<file path="config.mk">
export PLATFORM = sky130hd
export DESIGN_NAME = max_unpooling_stream
export DESIGN_NICKNAME = d
export VERILOG_FILES = /design/src/rtl/max_unpooling_stream.sv
export SDC_FILE = /design/constraint.sdc
export NUM_CORES = 1
export LEC_CHECK = 0
export CORE_AREA = 2 2 355 181
export DETAILED_ROUTE_END_ITERATION = 10
export DIE_AREA = 0 0 357 183
export PLACE_DENSITY_LB_ADDON = 0.12
export SYNTH_ARGS = -nofsm -noshare
export SYNTH_HDL_FRONTEND = slang
export SYNTH_SLANG_ARGS = --single-unit
</file>
<file path="constraint.sdc">
create_clock -name clk -period 3.08 [get_ports clk]
set_input_delay 0.616 -clock clk [delete_from_list [all_inputs] [get_ports clk]]
set_output_delay 0.616 -clock clk [all_outputs]
set_load 0.05 [all_outputs]
</file>
<file path="src/rtl/max_unpooling_stream.sv">
// max_unpooling_stream: channel-serial 2x2 max-unpooling.
// Buffers one pooled row (value + argmax position), then emits the two
// restored output rows in raster order, zero everywhere except the argmax slot.
module max_unpooling_stream #(
    parameter int DATA_BITS = 32,
    parameter int D         = 32,
    parameter int H         = 23,
    parameter int W         = 23
) (
    input  logic                 clk,
    input  logic                 reset,
    input  logic                 in_valid,
    output logic                 in_ready,
    input  logic [DATA_BITS-1:0] in_data,
    input  logic [1:0]           in_idx,
    output logic                 out_valid,
    input  logic                 out_ready,
    output logic [DATA_BITS-1:0] out_data,
    output logic                 out_last,
    output logic                 frame_done
);

    localparam int CIW = (W > 1) ? $clog2(W) : 1;
    localparam int COW = $clog2(2 * W);
    localparam int PRW = (H > 1) ? $clog2(H) : 1;
    localparam int CHW = (D > 1) ? $clog2(D) : 1;

    localparam logic [CIW-1:0] COL_IN_LAST  = CIW'(W - 1);
    localparam logic [COW-1:0] COL_OUT_LAST = COW'(2 * W - 1);
    localparam logic [PRW-1:0] PROW_LAST    = PRW'(H - 1);
    localparam logic [CHW-1:0] CHAN_LAST    = CHW'(D - 1);

    typedef enum logic [1:0] {
        FILL     = 2'd0,
        EMIT_TOP = 2'd1,
        EMIT_BOT = 2'd2
    } state_t;

    state_t         state_q, state_d;
    logic [CIW-1:0] col_in_q, col_in_d;
    logic [COW-1:0] col_out_q, col_out_d;
    logic [PRW-1:0] prow_q, prow_d;
    logic [CHW-1:0] chan_q, chan_d;
    logic           frame_done_q, frame_done_d;

    logic [DATA_BITS-1:0] buf_val_q [W];
    logic [1:0]           buf_idx_q [W];
    logic                 buf_we;
    logic [CIW-1:0]       rd_addr;
    logic                 emit_bot;

    assign frame_done = frame_done_q;

    // Row buffer write; contents need no reset since every entry is
    // rewritten during FILL before the emit phases read it.
    always_ff @(posedge clk) begin
        if (buf_we) begin
            buf_val_q[col_in_q] <= in_data;
            buf_idx_q[col_in_q] <= in_idx;
        end
    end

    // State, counters and frame pulse registers.
    always_ff @(posedge clk or posedge reset) begin
        if (reset) begin
            state_q      <= FILL;
            col_in_q     <= '0;
            col_out_q    <= '0;
            prow_q       <= '0;
            chan_q       <= '0;
            frame_done_q <= 1'b0;
        end else begin
            state_q      <= state_d;
            col_in_q     <= col_in_d;
            col_out_q    <= col_out_d;
            prow_q       <= prow_d;
            chan_q       <= chan_d;
            frame_done_q <= frame_done_d;
        end
    end

    // Next-state, counter updates and handshake/output decode.
    always_comb begin
        state_d      = state_q;
        col_in_d     = col_in_q;
        col_out_d    = col_out_q;
        prow_d       = prow_q;
        chan_d       = chan_q;
        frame_done_d = 1'b0;
        buf_we       = 1'b0;
        in_ready     = 1'b0;
        out_valid    = 1'b0;
        out_data     = '0;
        out_last     = 1'b0;
        rd_addr      = CIW'(col_out_q >> 1);
        emit_bot     = (state_q == EMIT_BOT);

        unique case (state_q)
            FILL: begin
                in_ready = 1'b1;
                if (in_valid) begin
                    buf_we = 1'b1;
                    if (col_in_q == COL_IN_LAST) begin
                        col_in_d = '0;
                        state_d  = EMIT_TOP;
                    end else begin
                        col_in_d = col_in_q + CIW'(1);
                    end
                end
            end

            EMIT_TOP, EMIT_BOT: begin
                out_valid = 1'b1;
                // Output position inside the 2x2 window is {row, col_out[0]}.
                if (buf_idx_q[rd_addr] == {emit_bot, col_out_q[0]}) begin
                    out_data = buf_val_q[rd_addr];
                end
                out_last = emit_bot && (col_out_q == COL_OUT_LAST) && (prow_q == PROW_LAST);
                if (out_ready) begin
                    if (col_out_q != COL_OUT_LAST) begin
                        col_out_d = col_out_q + COW'(1);
                    end else begin
                        col_out_d = '0;
                        if (!emit_bot) begin
                            state_d = EMIT_BOT;
                        end else begin
                            state_d = FILL;
                            if (prow_q != PROW_LAST) begin
                                prow_d = prow_q + PRW'(1);
                            end else begin
                                prow_d = '0;
                                if (chan_q != CHAN_LAST) begin
                                    chan_d = chan_q + CHW'(1);
                                end else begin
                                    chan_d       = '0;
                                    frame_done_d = 1'b1;
                                end
                            end
                        end
                    end
                end
            end

            default: state_d = FILL;
        endcase
    end

endmodule

</file>
# Yosys cells after proc, flatten, opt, wreduce, memory -nomap -nowiden
# Memories as Yosys holds them, arrays and structs flattened.
# Index checks and enable logic that the tools add are counted.
# totals
input_bits	38
out_inout_bits	36
elab_cells	61
memories	2
regBits	24
ram_bits	782
# op_classes
addsub	4
reduce_logical	9
bitwise_logic	2
eq_ne	13
muxes	25
# memory_table
name	words	width	rd	rd_ports_with_merged_regs	write_ports	line	text
buf_val_q	23	32	1	0	1	46	logic [DATA_BITS-1:0] buf_val_q [W];
buf_idx_q	23	2	1	0	1	47	logic [1:0] buf_idx_q [W];
# op_table
operator	n
two-way mux 32 bit	2
adder 5 x 1 -> 5 bit (second input constant)	3
two-way mux 5 bit	3
two-way mux 1 bit	13
equality test 5 bit (second input constant)	2
two-way mux 2 bit	5
!= test 5 bit (second input constant)	2
!= test 2 bit (second input constant)	4
AND reduction 4 bit	2
adder 6 x 1 -> 6 bit (second input constant)	1
equality test 6 bit (second input constant)	1
two-way mux 6 bit	1
!= test 6 bit (second input constant)	1
AND reduction 5 bit	1
case mux 2 bit (2 select lines)	1
AND reduction 2 bit	2
equality test 2 x 1 -> 1 bit (second input constant)	1
equality test 2 bit	1
equality test 2 bit (second input constant)	1
logical AND 1 bit	2
zero test 2 bit	1
NOT 1 bit	2
OR reduction 2 bit	1

# Depth between registers and ports, before layout
# depth
depth_word	7
mapped_depth	11
depth_no_buf	8

# Worst setup path before layout
# No wires, ideal clock.
# synth_path
path_type	flip-flop to output port
start	reg col_out_q[3]
end	out out_data[30]
arrival_ns	3.078
stages_incl_launch_ff	7
setup_slack_ns	-0.614
n_path_buf	1
required_ns	2.464
cell_sequence	dfrtp_1 -> buf_6 -> mux4_1 -> mux4_2 -> a2bb2oi_2 -> xnor2_4 -> nor3b_1
# synth_between
elab_chain_cells	4
word_cells_on_any_way	5
classes_between	eq/ne: 1; mux: 2; memory: 2
# synth_lines
item	line	text
start: declaration	41	logic [COW-1:0] col_out_q, col_out_d;
start signal: assignment	75	col_out_q <= col_out_d;
memory (23 x 2 bit)	n/a	
equality test 2 bit	115	if (buf_idx_q[rd_addr] == {emit_bot, col_out_q[0]}) begin
two-way mux 32 bit *	115	
two-way mux 32 bit *	98	unique case (state_q)
end: declaration	18	output logic [DATA_BITS-1:0] out_data,
# Every way passes the cells marked *; elsewhere a longest branch is shown, timed or not.

# Worst setup path after layout
# layout_path
start	reg col_out_q[3]
end	out out_data[0]
# The elaborated chain is that of the path after synthesis.

==> run_results.csv <==
group,metric,value,unit
drt,drt_iter0_drc,1911,
setup_path,r2r_slack,0.08,ns
clock_network,root_buffer,"clkbuf_16",
yosys,ys_warn_count,0,
min_path,hp-class,"input port to async pin",
clock_network,cts_hold_buf,0,
yosys,synth_edf_count,782,
floorplan,core_area,62300,sq um
floorplan,start_util,50.6,%
final_layout,syn_to_final_growth,21.0,%
grt,antenna_found_initial,3,
grt,grt_start_max_net_pins,80,
power,pwr_density_cell,805,nW/um^2
setup_path,worstPathArrival,3.18,ns
drt,via_per_inst,6.10,
yosys,synth_top_area_cell,"edfxtp_1",
drt,vias,16500,
setup_path,crit_path_max_fanout,7,
drt,drc,0,
setup_path,cp_slowest_cell,"mux4_2",
setup_path,worstPathCellList,"mux4_2, mux4_2, a2bb2oi_2, xnor2_4, buf_12, buf_12, nand3_2, nor2_4, buf_12",
final_layout,layout-drive-gt1-share,30.8,%
sta,fmax,0.263,GHz
sta,setup_violations,33,
clock_network,clock_path_buffers,3,
run_status,status,"finished, violations left",
placement,globalplace.congestion,0.790,
power,power_leakage,0.0121,uW
floorplan,die_h,183,microns
sta,rsz0062_at_grt,"yes",
sta,finClkSkew,0.0236,ns
yosys,yosysSeqAreaShare,76.4,%
setup_path,required,2.46,ns
sta,fin_crit,3.80,ns
yosys,synth_xor_area_share,0.143,%
clock_network,cts_tree,"yes",
setup_path,slowest_delay,0.53,ns
yosys,synth.area.mux_share,14.5,%
final_layout,stdcell_count,2705,
final_layout,fin_nets,1859,
run,drv_cap,0,
setup_path,r2r_cells,17,
clock_network,cts_buffers,72,
setup_path,crit_path_start_kind,"register",
sta,tightestPinTransition,0.866,ns
yosys,synthSimpleGateAreaFrac,4.44,%
final_layout,multi_input_area,7500,sq um
yosys,synth_top_area_share,74.5,%
drt,drt-pass1-iter-count,5,
setup_path,r2r_start,"col_out_q[1]$_DFFE_PP0P_",
drt,final_antenna_net_count,0,
clock_network,htreeDepth,3,
sta,finalHoldViolations,0,
yosys,synth_top_family_by_area,"multiplexers",
floorplan,die_x,357,microns
power,peakVddDrop,439,uV
setup_path,worstReg2RegEnd,"prow_q[0]$_DFFE_PP0P_",
yosys,syn_avg_cell_area,19.8,sq um
setup_path,crit_top_cell,"buf_12",
setup_path,crit_buf_inv,3,
grt,track_usage,24.6,%
clock_network,clk_latency,0.62,ns
sta,maxSlewHeadroom,42.1,%
yosys,synth_fa_ha_area_share,0.516,%
sta,hold_ws,0.395,ns
yosys,synth-seq-cells,806,
setup_path,worstSetupEndpointType,"output pin",
yosys,async_flop_share,2.98,%
sta,fin_ws,-0.716,ns
yosys,ys_types,50,
yosys,syn_inst,1590,
final_layout,fillers,4447,
floorplan,row_count,65,
yosys,syn_nets,1641,
grt,grt_pass1_vias,16100,
floorplan,dieArea,65300,sq um
yosys,synthFlopType,"edfxtp_1",
clock_network,cts.sinks,806,
setup_path,crit_family,"multiplexers",
placement,dp_hpwl,45.4,mm
setup_path,worstSetupPathType,"register to output pin",
drt,wire_per_inst,29.0,microns
placement,portBuffers,73,
final_layout,seqCellArea,24100,sq um
yosys,synth_area,31500,sq um
run_status,violations,"negative setup slack",
clock_network,path_clk_slew,0.07,ns
grt,grt_pass1_wl,114,mm
sta,post-route-period-util,123,%
yosys,yosys-top-cells-area,"edfxtp_1, mux4_2, mux2i_1, dfrtp_1, nand2_1",
grt,overflow,0,
sta,final_max_slew_viol_count,0,
drt,routed_wirelength,78.4,mm
floorplan,top_level_ports,74,
yosys,synth-compound-area-share,2.50,%
placement,dp.cells,2547,
==> state kept, by name, summed over array words and instances, names as in the netlist <==
signal      count
buf_idx_q      46
col_in_q        5
prow_q          5
buf_val_q     736
chan_q          5
col_out_q       6
state_q         2
frame_done      1
==> synth_stat cells (all sizes together), types with 2 or more instances <==
cell / count
mux2i: 68
nor2b: 3
nor3: 5
and3: 2
a22o: 2
xor2: 2
nand2: 150
o211ai: 35
a21oi: 5
and2: 2
nor2: 70
dfrtp: 24
nand4: 4
a2111oi: 2
clkbuf: 51
mux4: 169
edfxtp: 782
nand2b: 2
or3: 3
o31ai: 3
ha: 13
nand3b: 2
nor3b: 2
clkinv: 2
inv: 11
a32oi: 32
mux2: 6
buf: 39
nand3: 67
a21boi: 2
o21ai: 18
==> stage by stage <==
step                      total power (uW)  setup TNS (ns)  util [%]  instance area, sq um  setup WS [ns]
after global routing                 32000          -26.47      61.2                 38100         -0.849
final                                30700          -21.80      61.2                 38100         -0.716
after floorplan                      17800         -206.01         -                 31700         -0.381
after CTS                            30600          -23.61      60.9                 37900         -0.768
after global placement               20900           -1.97      56.6                 35200         -0.118
after detailed placement             21000           -2.93      56.6                 35200         -0.149
==> how the worst max path moves through the flow <==
stage	startpoint	end	slack [ns]	cells after the start
floorplan	state_q[0]$_DFFE_PP0P_	buf_idx_q[15][0]$_DFFE_PP_	-0.38	6
global placement	col_out_q[3]$_DFFE_PP0P_	out_data[18]	-0.12	8
detailed placement	col_out_q[3]$_DFFE_PP0P_	out_data[0]	-0.15	8
CTS	col_out_q[3]$_DFFE_PP0P_	out_data[2]	-0.77	9
global route	col_out_q[3]$_DFFE_PP0P_	out_data[19]	-0.85	9
finish	col_out_q[3]$_DFFE_PP0P_	out_data[0]	-0.72	9
==> cells by family after synthesis <==
group	count (synthesis)
AOI/OAI and AO/OA	105
xor gates and xnor gates	3
adders and majority gates	13
buffers and inverters	103
DFF	806
muxes	243
and+or+nand+nor	317
==> worst register-to-register path, stage by stage, from the launching register on <==
cell and delay, ns:
dfrtp_4 0.49, buf_6 0.14, buf_6 0.12, buf_16 0.14, inv_6 0.07, buf_12 0.10
ha_1 0.17, nand4_1 0.16, nor2_2 0.18, buf_4 0.13, buf_4 0.10, buf_4 0.10
buf_4 0.09, buf_4 0.09, buf_6 0.12, nand4_1 0.26, or3_1 0.39, o21ai_0 0.08
==> area by class of cell <==
cell class,instances,area share [%]
clock buffers,86,4.97
repair buffers,234,8.05
inverters,13,0.141
diodes,2,0.0131
well taps,837,2.75
multi-input cells,681,19.7
clock inverters,46,1.26
flip-flops and latches,806,63.2
==> cell usage in the layout (no fill, tap or decap), types with 4 or more instances in the layout <==
cell and n:
edfxtp_1 782, mux4_2 167, nand2_1 150, buf_4 97, buf_12 85, clkbuf_16 77, mux2i_1 68, nor2_4 50
nand3_1 42, clkdlybuf4s50_1 40, o211ai_1 35, a32oi_1 30, nand3_2 24, dfrtp_1 19, clkinv_1 15, nor2_1 13
o21ai_0 13, ha_1 13, clkbuf_1 12, clkinv_2 12, inv_1 10, bufinv_16 8, nor2_2 7, mux2_2 5
o21ai_1 5, a21oi_1 4, nand4_1 4, nor3_1 4, inv_6 4, buf_6 4
==> power breakdown <==
part / leakage [uW] / internal, uW / switching, uW
Combinational: 0.00359 / 3860 / 4740
Sequential: 0.00735 / 12800 / 232
Clock: 0.00116 / 5130 / 3990
==> timing repair <==
item,in CTS,in global routing
resized for setup,36,29
gates cloned,2,3
setup buffers,20,2
endpoints found under the setup margin,33,41
pin swaps,8,10
==> per-layer routing <==
metal  vias to the layer above  share of wire, %  track usage, %
li1                       6932                 -               -
met5                         -             0.017               0
met3                        86               9.7            5.90
met1                      8693                46            39.6
met4                         2               1.6            5.01
met2                       794                43            34.3
Power figures use the tool's default switching activity.
